## config.mk

```make
export PLATFORM = sky130hd
export DESIGN_NAME = weight_sram_arbiter_flat
export DESIGN_NICKNAME = d
export VERILOG_FILES = /design/src/rtl/weight_sram_arbiter_if.sv /design/src/rtl/weight_sram_arbiter.sv /design/src/flat_wrapper.sv
export SDC_FILE = /design/constraint.sdc
export NUM_CORES = 1
export LEC_CHECK = 0
export BUFFER_PORTS_ARGS = -buffer_cell sky130_fd_sc_hd__buf_2
export CAP_MARGIN = 20
export CORE_ASPECT_RATIO = 0.6
export CORE_MARGIN = 2
export CORE_UTILIZATION = 47
export DETAILED_ROUTE_END_ITERATION = 10
export PLACE_DENSITY = 0.92
export REMOVE_ABC_BUFFERS = 1
export SETUP_SLACK_MARGIN = 0.2
export SLEW_MARGIN = 10
export SYNTH_ARGS = -nofsm -noshare
export SYNTH_HDL_FRONTEND = slang
export SYNTH_SLANG_ARGS = --single-unit
```

## constraint.sdc

```tcl
create_clock -name clk -period 3 [get_ports clk]
set_clock_uncertainty 0.05 [all_clocks]
set_input_delay 0.3 -clock clk [delete_from_list [all_inputs] [get_ports clk]]
set_output_delay 0.3 -clock clk [all_outputs]
set_load 0.1 [all_outputs]
```

## src/rtl/weight_sram_arbiter_if.sv

```systemverilog
// Shared-port bundle between one weight SRAM macro, its arbiter and the three clients
// (DMA weight writer, conv reader, FC reader).
interface weight_sram_arbiter_if #(
   parameter int unsigned AW = 11,
   parameter int unsigned DW = 16
);
   logic          dma_mode;
   logic [AW:0]   load_len;

   logic          dma_req;
   logic [AW-1:0] dma_addr;
   logic [DW-1:0] dma_wdata;
   logic          dma_gnt;

   logic          conv_req;
   logic [AW-1:0] conv_addr;
   logic          conv_gnt;
   logic          conv_rvalid;
   logic [DW-1:0] conv_rdata;

   logic          fc_req;
   logic [AW-1:0] fc_addr;
   logic          fc_gnt;
   logic          fc_rvalid;
   logic [DW-1:0] fc_rdata;

   logic          sram_cen;
   logic [DW-1:0] sram_wen;
   logic [AW-1:0] sram_a;
   logic [DW-1:0] sram_d;
   logic [DW-1:0] sram_q;

   logic [AW:0]   wr_count;
   logic          load_done;
   logic          err_overrun;

   // Arbiter side.
   modport slave (
      input  dma_mode, load_len,
      input  dma_req, dma_addr, dma_wdata,
      output dma_gnt,
      input  conv_req, conv_addr,
      output conv_gnt, conv_rvalid, conv_rdata,
      input  fc_req, fc_addr,
      output fc_gnt, fc_rvalid, fc_rdata,
      output sram_cen, sram_wen, sram_a, sram_d,
      input  sram_q,
      output wr_count, load_done, err_overrun
   );

   // Client / SRAM side.
   modport master (
      output dma_mode, load_len,
      output dma_req, dma_addr, dma_wdata,
      input  dma_gnt,
      output conv_req, conv_addr,
      input  conv_gnt, conv_rvalid, conv_rdata,
      output fc_req, fc_addr,
      input  fc_gnt, fc_rvalid, fc_rdata,
      input  sram_cen, sram_wen, sram_a, sram_d,
      output sram_q,
      input  wr_count, load_done, err_overrun
   );
endinterface

```

## src/rtl/weight_sram_arbiter.sv

```systemverilog
// Single-port weight SRAM arbiter: DMA-only writes during load, round-robin conv/FC reads
// during inference, with a load-length counter and overrun flag.
module weight_sram_arbiter #(
   parameter int unsigned AW = 11,
   parameter int unsigned DW = 16
) (
   input logic                   clk,
   input logic                   rst_n,
   weight_sram_arbiter_if.slave  bus
);
   localparam logic [AW:0] CntMax = '1;

   logic          dma_mode_q;
   logic          rr_last_fc_q;
   logic [1:0]    tag_q;
   logic [AW-1:0] a_q;
   logic [DW-1:0] d_q;
   logic [AW:0]   wr_count_q, wr_count_d;
   logic [AW:0]   load_len_q, load_len_d;
   logic [AW:0]   cnt_base;
   logic          load_done_q, load_done_d;
   logic          err_q, err_d;
   logic          mode_rise;

   logic          dma_gnt, conv_gnt, fc_gnt, any_gnt;
   logic [AW-1:0] sram_a;
   logic [DW-1:0] sram_d;

   // Grants are combinational and forced off while reset is held.
   always_comb begin
      dma_gnt  = 1'b0;
      conv_gnt = 1'b0;
      fc_gnt   = 1'b0;
      if (rst_n) begin
         if (bus.dma_mode) begin
            dma_gnt = bus.dma_req;
         end else begin
            conv_gnt = bus.conv_req & (~bus.fc_req | rr_last_fc_q);
            fc_gnt   = bus.fc_req & (~bus.conv_req | ~rr_last_fc_q);
         end
      end
   end

   assign any_gnt = dma_gnt | conv_gnt | fc_gnt;

   // Idle cycles replay the shadow address/data so the macro pins stay quiet.
   always_comb begin
      sram_a = a_q;
      sram_d = d_q;
      if (dma_gnt) begin
         sram_a = bus.dma_addr;
         sram_d = bus.dma_wdata;
      end else if (conv_gnt) begin
         sram_a = bus.conv_addr;
      end else if (fc_gnt) begin
         sram_a = bus.fc_addr;
      end
   end

   assign bus.dma_gnt  = dma_gnt;
   assign bus.conv_gnt = conv_gnt;
   assign bus.fc_gnt   = fc_gnt;
   assign bus.sram_cen = ~any_gnt;
   assign bus.sram_wen = {DW{~dma_gnt}};
   assign bus.sram_a   = sram_a;
   assign bus.sram_d   = sram_d;

   // A write granted in the rising-edge cycle is the first write of the new phase.
   always_comb begin
      mode_rise   = bus.dma_mode & ~dma_mode_q;
      cnt_base    = mode_rise ? '0 : wr_count_q;
      load_len_d  = mode_rise ? bus.load_len : load_len_q;
      err_d       = mode_rise ? 1'b0 : err_q;
      wr_count_d  = cnt_base;
      load_done_d = 1'b0;
      if (dma_gnt) begin
         if (cnt_base >= load_len_d) begin
            err_d = 1'b1;
         end
         if (cnt_base != CntMax) begin
            wr_count_d  = cnt_base + 1'b1;
            load_done_d = (wr_count_d == load_len_d);
         end
      end
   end

   always_ff @(posedge clk or negedge rst_n) begin
      if (!rst_n) begin
         dma_mode_q   <= 1'b0;
         rr_last_fc_q <= 1'b1;
         tag_q        <= 2'b00;
         a_q          <= '0;
         d_q          <= '0;
         wr_count_q   <= '0;
         load_len_q   <= '0;
         load_done_q  <= 1'b0;
         err_q        <= 1'b0;
      end else begin
         dma_mode_q  <= bus.dma_mode;
         tag_q       <= {conv_gnt, fc_gnt};
         if (conv_gnt) begin
            rr_last_fc_q <= 1'b0;
         end else if (fc_gnt) begin
            rr_last_fc_q <= 1'b1;
         end
         if (any_gnt) begin
            a_q <= sram_a;
         end
         if (dma_gnt) begin
            d_q <= bus.dma_wdata;
         end
         wr_count_q  <= wr_count_d;
         load_len_q  <= load_len_d;
         load_done_q <= load_done_d;
         err_q       <= err_d;
      end
   end

   assign bus.conv_rvalid = tag_q[1];
   assign bus.fc_rvalid   = tag_q[0];
   assign bus.conv_rdata  = bus.sram_q;
   assign bus.fc_rdata    = bus.sram_q;
   assign bus.wr_count    = wr_count_q;
   assign bus.load_done   = load_done_q;
   assign bus.err_overrun = err_q;
endmodule

```

## src/flat_wrapper.sv

```systemverilog
// flat-port wrapper written by rule: the top's interface ports become plain ports
module weight_sram_arbiter_flat 
#(
   parameter int unsigned AW = 11,
   parameter int unsigned DW = 16
)
  (clk, rst_n, bus_dma_mode, bus_load_len, bus_dma_req, bus_dma_addr, bus_dma_wdata, bus_dma_gnt, bus_conv_req, bus_conv_addr, bus_conv_gnt, bus_conv_rvalid, bus_conv_rdata, bus_fc_req, bus_fc_addr, bus_fc_gnt, bus_fc_rvalid, bus_fc_rdata, bus_sram_cen, bus_sram_wen, bus_sram_a, bus_sram_d, bus_sram_q, bus_wr_count, bus_load_done, bus_err_overrun);
  weight_sram_arbiter_if #(.AW(AW), .DW(DW)) bus_i ();
  input logic clk;
  input logic rst_n;
  input wire logic [$bits(bus_i.dma_mode)-1:0] bus_dma_mode;
  input wire logic [$bits(bus_i.load_len)-1:0] bus_load_len;
  input wire logic [$bits(bus_i.dma_req)-1:0] bus_dma_req;
  input wire logic [$bits(bus_i.dma_addr)-1:0] bus_dma_addr;
  input wire logic [$bits(bus_i.dma_wdata)-1:0] bus_dma_wdata;
  output wire logic [$bits(bus_i.dma_gnt)-1:0] bus_dma_gnt;
  input wire logic [$bits(bus_i.conv_req)-1:0] bus_conv_req;
  input wire logic [$bits(bus_i.conv_addr)-1:0] bus_conv_addr;
  output wire logic [$bits(bus_i.conv_gnt)-1:0] bus_conv_gnt;
  output wire logic [$bits(bus_i.conv_rvalid)-1:0] bus_conv_rvalid;
  output wire logic [$bits(bus_i.conv_rdata)-1:0] bus_conv_rdata;
  input wire logic [$bits(bus_i.fc_req)-1:0] bus_fc_req;
  input wire logic [$bits(bus_i.fc_addr)-1:0] bus_fc_addr;
  output wire logic [$bits(bus_i.fc_gnt)-1:0] bus_fc_gnt;
  output wire logic [$bits(bus_i.fc_rvalid)-1:0] bus_fc_rvalid;
  output wire logic [$bits(bus_i.fc_rdata)-1:0] bus_fc_rdata;
  output wire logic [$bits(bus_i.sram_cen)-1:0] bus_sram_cen;
  output wire logic [$bits(bus_i.sram_wen)-1:0] bus_sram_wen;
  output wire logic [$bits(bus_i.sram_a)-1:0] bus_sram_a;
  output wire logic [$bits(bus_i.sram_d)-1:0] bus_sram_d;
  input wire logic [$bits(bus_i.sram_q)-1:0] bus_sram_q;
  output wire logic [$bits(bus_i.wr_count)-1:0] bus_wr_count;
  output wire logic [$bits(bus_i.load_done)-1:0] bus_load_done;
  output wire logic [$bits(bus_i.err_overrun)-1:0] bus_err_overrun;
  assign bus_i.dma_mode = bus_dma_mode;
  assign bus_i.load_len = bus_load_len;
  assign bus_i.dma_req = bus_dma_req;
  assign bus_i.dma_addr = bus_dma_addr;
  assign bus_i.dma_wdata = bus_dma_wdata;
  assign bus_dma_gnt = bus_i.dma_gnt;
  assign bus_i.conv_req = bus_conv_req;
  assign bus_i.conv_addr = bus_conv_addr;
  assign bus_conv_gnt = bus_i.conv_gnt;
  assign bus_conv_rvalid = bus_i.conv_rvalid;
  assign bus_conv_rdata = bus_i.conv_rdata;
  assign bus_i.fc_req = bus_fc_req;
  assign bus_i.fc_addr = bus_fc_addr;
  assign bus_fc_gnt = bus_i.fc_gnt;
  assign bus_fc_rvalid = bus_i.fc_rvalid;
  assign bus_fc_rdata = bus_i.fc_rdata;
  assign bus_sram_cen = bus_i.sram_cen;
  assign bus_sram_wen = bus_i.sram_wen;
  assign bus_sram_a = bus_i.sram_a;
  assign bus_sram_d = bus_i.sram_d;
  assign bus_i.sram_q = bus_sram_q;
  assign bus_wr_count = bus_i.wr_count;
  assign bus_load_done = bus_i.load_done;
  assign bus_err_overrun = bus_i.err_overrun;
  weight_sram_arbiter #(.AW(AW), .DW(DW)) u_core (.clk(clk), .rst_n(rst_n), .bus(bus_i));
endmodule
```

==> flow_summary.toml <==
[grt]
grt_overflow = 0
track_usage = 0.2432
grt_pass1_vias = 3161
gr-max-usage-layer = "met2"
grt_pass1_wl_um = 15640
grtUsageMet3 = 0.09052
grt.met2_usage = 0.3597
grt_max_degree = 45
met1_usage = 0.3364
antenna_found_initial = 0

[cts]
root_buffer = "clkbuf_16"
htreeDepth = 3
clock-sinks = 57
cts_setup_buffers = 0
cts_inserted_buffers = 9
path_clk_slew_ns = 0.05
cts_tree = "yes"
clock_path_buffers = 2
clkLatencyLatePin_ns = 0.32

[worst_setup_path]
ff2ff_setup_slack_ns = 0.69
path_max_fanout = 15
required_ns = 2.65
critPathCaptureType = "primary output"
r2r_cells = 10
r2r_end = "u_core.bus.err_overrun"
r2r_start = "u_core.dma_mode_q"
cp.arrival_ns = 2.29
startpoint_type = "primary input"
path_class = "in -> out"

[yosys]
synthesis.area_um2 = 3605
avgSynthCellArea_um2 = 8.522
seq_area_frac_synth = 0.3960
yosysMostFrequentCell = "nand2_1"
synth_edf_count = 0
synth_cell_types = 49
synth_ff_type = "dfrtp_1"
ys_ff_latch = 57
ys_async_sr_fraction = 1.000
synthCells = 423
synth_area_leaders = "dfrtp_1 (39%), buf_4 (10%), nand2_1 (9.2%)"
synth_top_area_cell = "dfrtp_1"
synth_common_cells = "nand2_1 (88), dfrtp_1 (56), buf_4 (50)"
yosysWarnings = 0
yosysTopAreaCellShare = 0.3888

[finish]
fillers = 608
syn_to_final_growth_pct = 31.97
final_area_um2 = 4757
diodes = 0
finish.utilization = 0.6466
drive_gt1_frac = 0.3275
layout.nets = 600

[placement]
io_buffers = 129
place_congestion = 0.9263
hpwlAfterDp_um = 7616
place_area_um2 = 4463

[job]
maxCapViolations = 0

[power]
leakage_uw = 0.002392
peakVddDrop_mv = 0.3603
power_density_nw_per_um2 = 679.7
finalPower_uw = 3234

[timing]
worst-slew-pin-transition_ns = 0.6987
slew_headroom = 0.5342
tns_ns = 0
hold_viol = 0
rsz0062_at_grt = "no"
finalCriticalPeriod_ns = 2.639
fmax_mhz = 378.9
finalSetupViolCount = 0
period_share = 0.8797
maxSlewViolCount = 0

[min_path]
hp-class = "in -> reg"
whs_path_depth = 1
hold_path_end = "u_core.dma_mode_q"
hp-start = "bus_dma_mode"

[drt]
drc = 0
ant_nets = 0
avgViaCountPerCell = 5.324
routed_wl_um = 10050
wl_per_cell_um = 16.29
dr.pass1.iters = 5
drt_iter0_markers = 178
vias = 3285

[outcome]
status = "finished clean"

[floorplan]
pin_count = 178
die-height_um = 71.84
start_util = 0.4900
dieArea_um2 = 8409
core_area_um2 = 7357
die_width_um = 117.1
rows = 24
[cell families (layout without fill, tap and decap cells)]
family / Yosys count / count (layout) / synth area share
flops: 57 / 57 / 0.3960
fa+ha+maj: 9 / 9 / 0.03124
mux: 17 / 17 / 0.04720
xor+xnor: 18 / 18 / 0.04373
compound gates: 72 / 72 / 0.1218
simple gates: 170 / 170 / 0.2215
buf+inv: 80 / 170 / 0.1385
[cell type report]
class | instances | area (um2) | share of cell area
inverter | 14 | 55.05 | 0.01157
multi-input combinational | 286 | 1684 | 0.3540
clock buffer | 13 | 260.3 | 0.05471
clock inverter | 3 | 15.01 | 0.003156
sequential | 57 | 1428 | 0.3001
timing repair buffer | 140 | 1185 | 0.2491
tap | 104 | 130.1 | 0.02735
[worst max-delay path, stage by stage]
cell	delay [ns]
dlygate4sd3_1	0.54
buf_2	0.15
nand3b_1	0.11
a21oi_2	0.14
buf_6	0.22
mux2i_1	0.20
nor2_1	0.06
a21oi_1	0.17
o21ai_0	0.16
buf_12	0.22
[worst max path at each step]
stage / startpoint / endpoint / cells past startpoint
after floorplan: rst_n / bus_sram_a[0] / 3
after global placement: bus_dma_mode / u_core.bus.err_overrun / 11
after detailed placement: bus_dma_mode / u_core.bus.err_overrun / 11
after CTS: rst_n / bus_sram_a[2] / 10
after global routing: rst_n / bus_sram_a[2] / 10
final: rst_n / bus_sram_a[2] / 10
[cell usage in the layout, fill, tap and decap left out, drive strengths merged, types with 4 or more instances in the layout]
cell type	netlist	final
nor3	11	11
o21ai	32	32
and2	8	8
mux2i	17	17
xor2	6	6
inv	14	14
dfrtp	56	56
buf	57	139
nand2	91	91
or3	4	4
ha	9	9
nor2	30	30
xnor2	12	12
a21oi	23	23
nand4	7	7
clkbuf	9	13
[layer usage]
metal | vias up | wire length [um]
met5 | - | 0
met4 | 0 | 67
met3 | 6 | 943
met2 | 167 | 4611
met1 | 1569 | 4426
li1 | 1543 | -
[metrics by stage]
| stage | instances | setup slack, ns | hold WS (ns) |
|---|---|---|---|
| floorplan | 357 | -19.04 | -0.04559 |
| global placement | 600 | 0.5187 | 0.2966 |
| detailed placement | 600 | 0.4083 | 0.3115 |
| CTS | 617 | 0.2709 | 0.1034 |
| global route | 617 | 0.2207 | 0.1159 |
| finish | 617 | 0.3610 | 0.1256 |
[state kept, by name, summed over array words and instances (netlist names)]
signal                  cells
u_core.bus.wr_count        12
u_core.rr_last_fc_q         1
u_core.a_q                 11
u_core.tag_q                2
u_core.d_q                 16
u_core.bus.err_overrun      1
u_core.load_len_q          12
u_core.dma_mode_q           1
u_core.bus.load_done        1
[power breakdown]
group	leakage (uW)	switching (uW)	internal [uW]
sequential	0.000722	59.3	870
combinational	0.00153	950	428
clock	0.000139	328	598
[repair_timing]
item	CTS	global route
endpoints found under the setup margin	0	13
endpoints found under the hold margin	20	0
hold buffers	1	0
gates resized for setup	0	4
(Power assumes the default switching activity.)
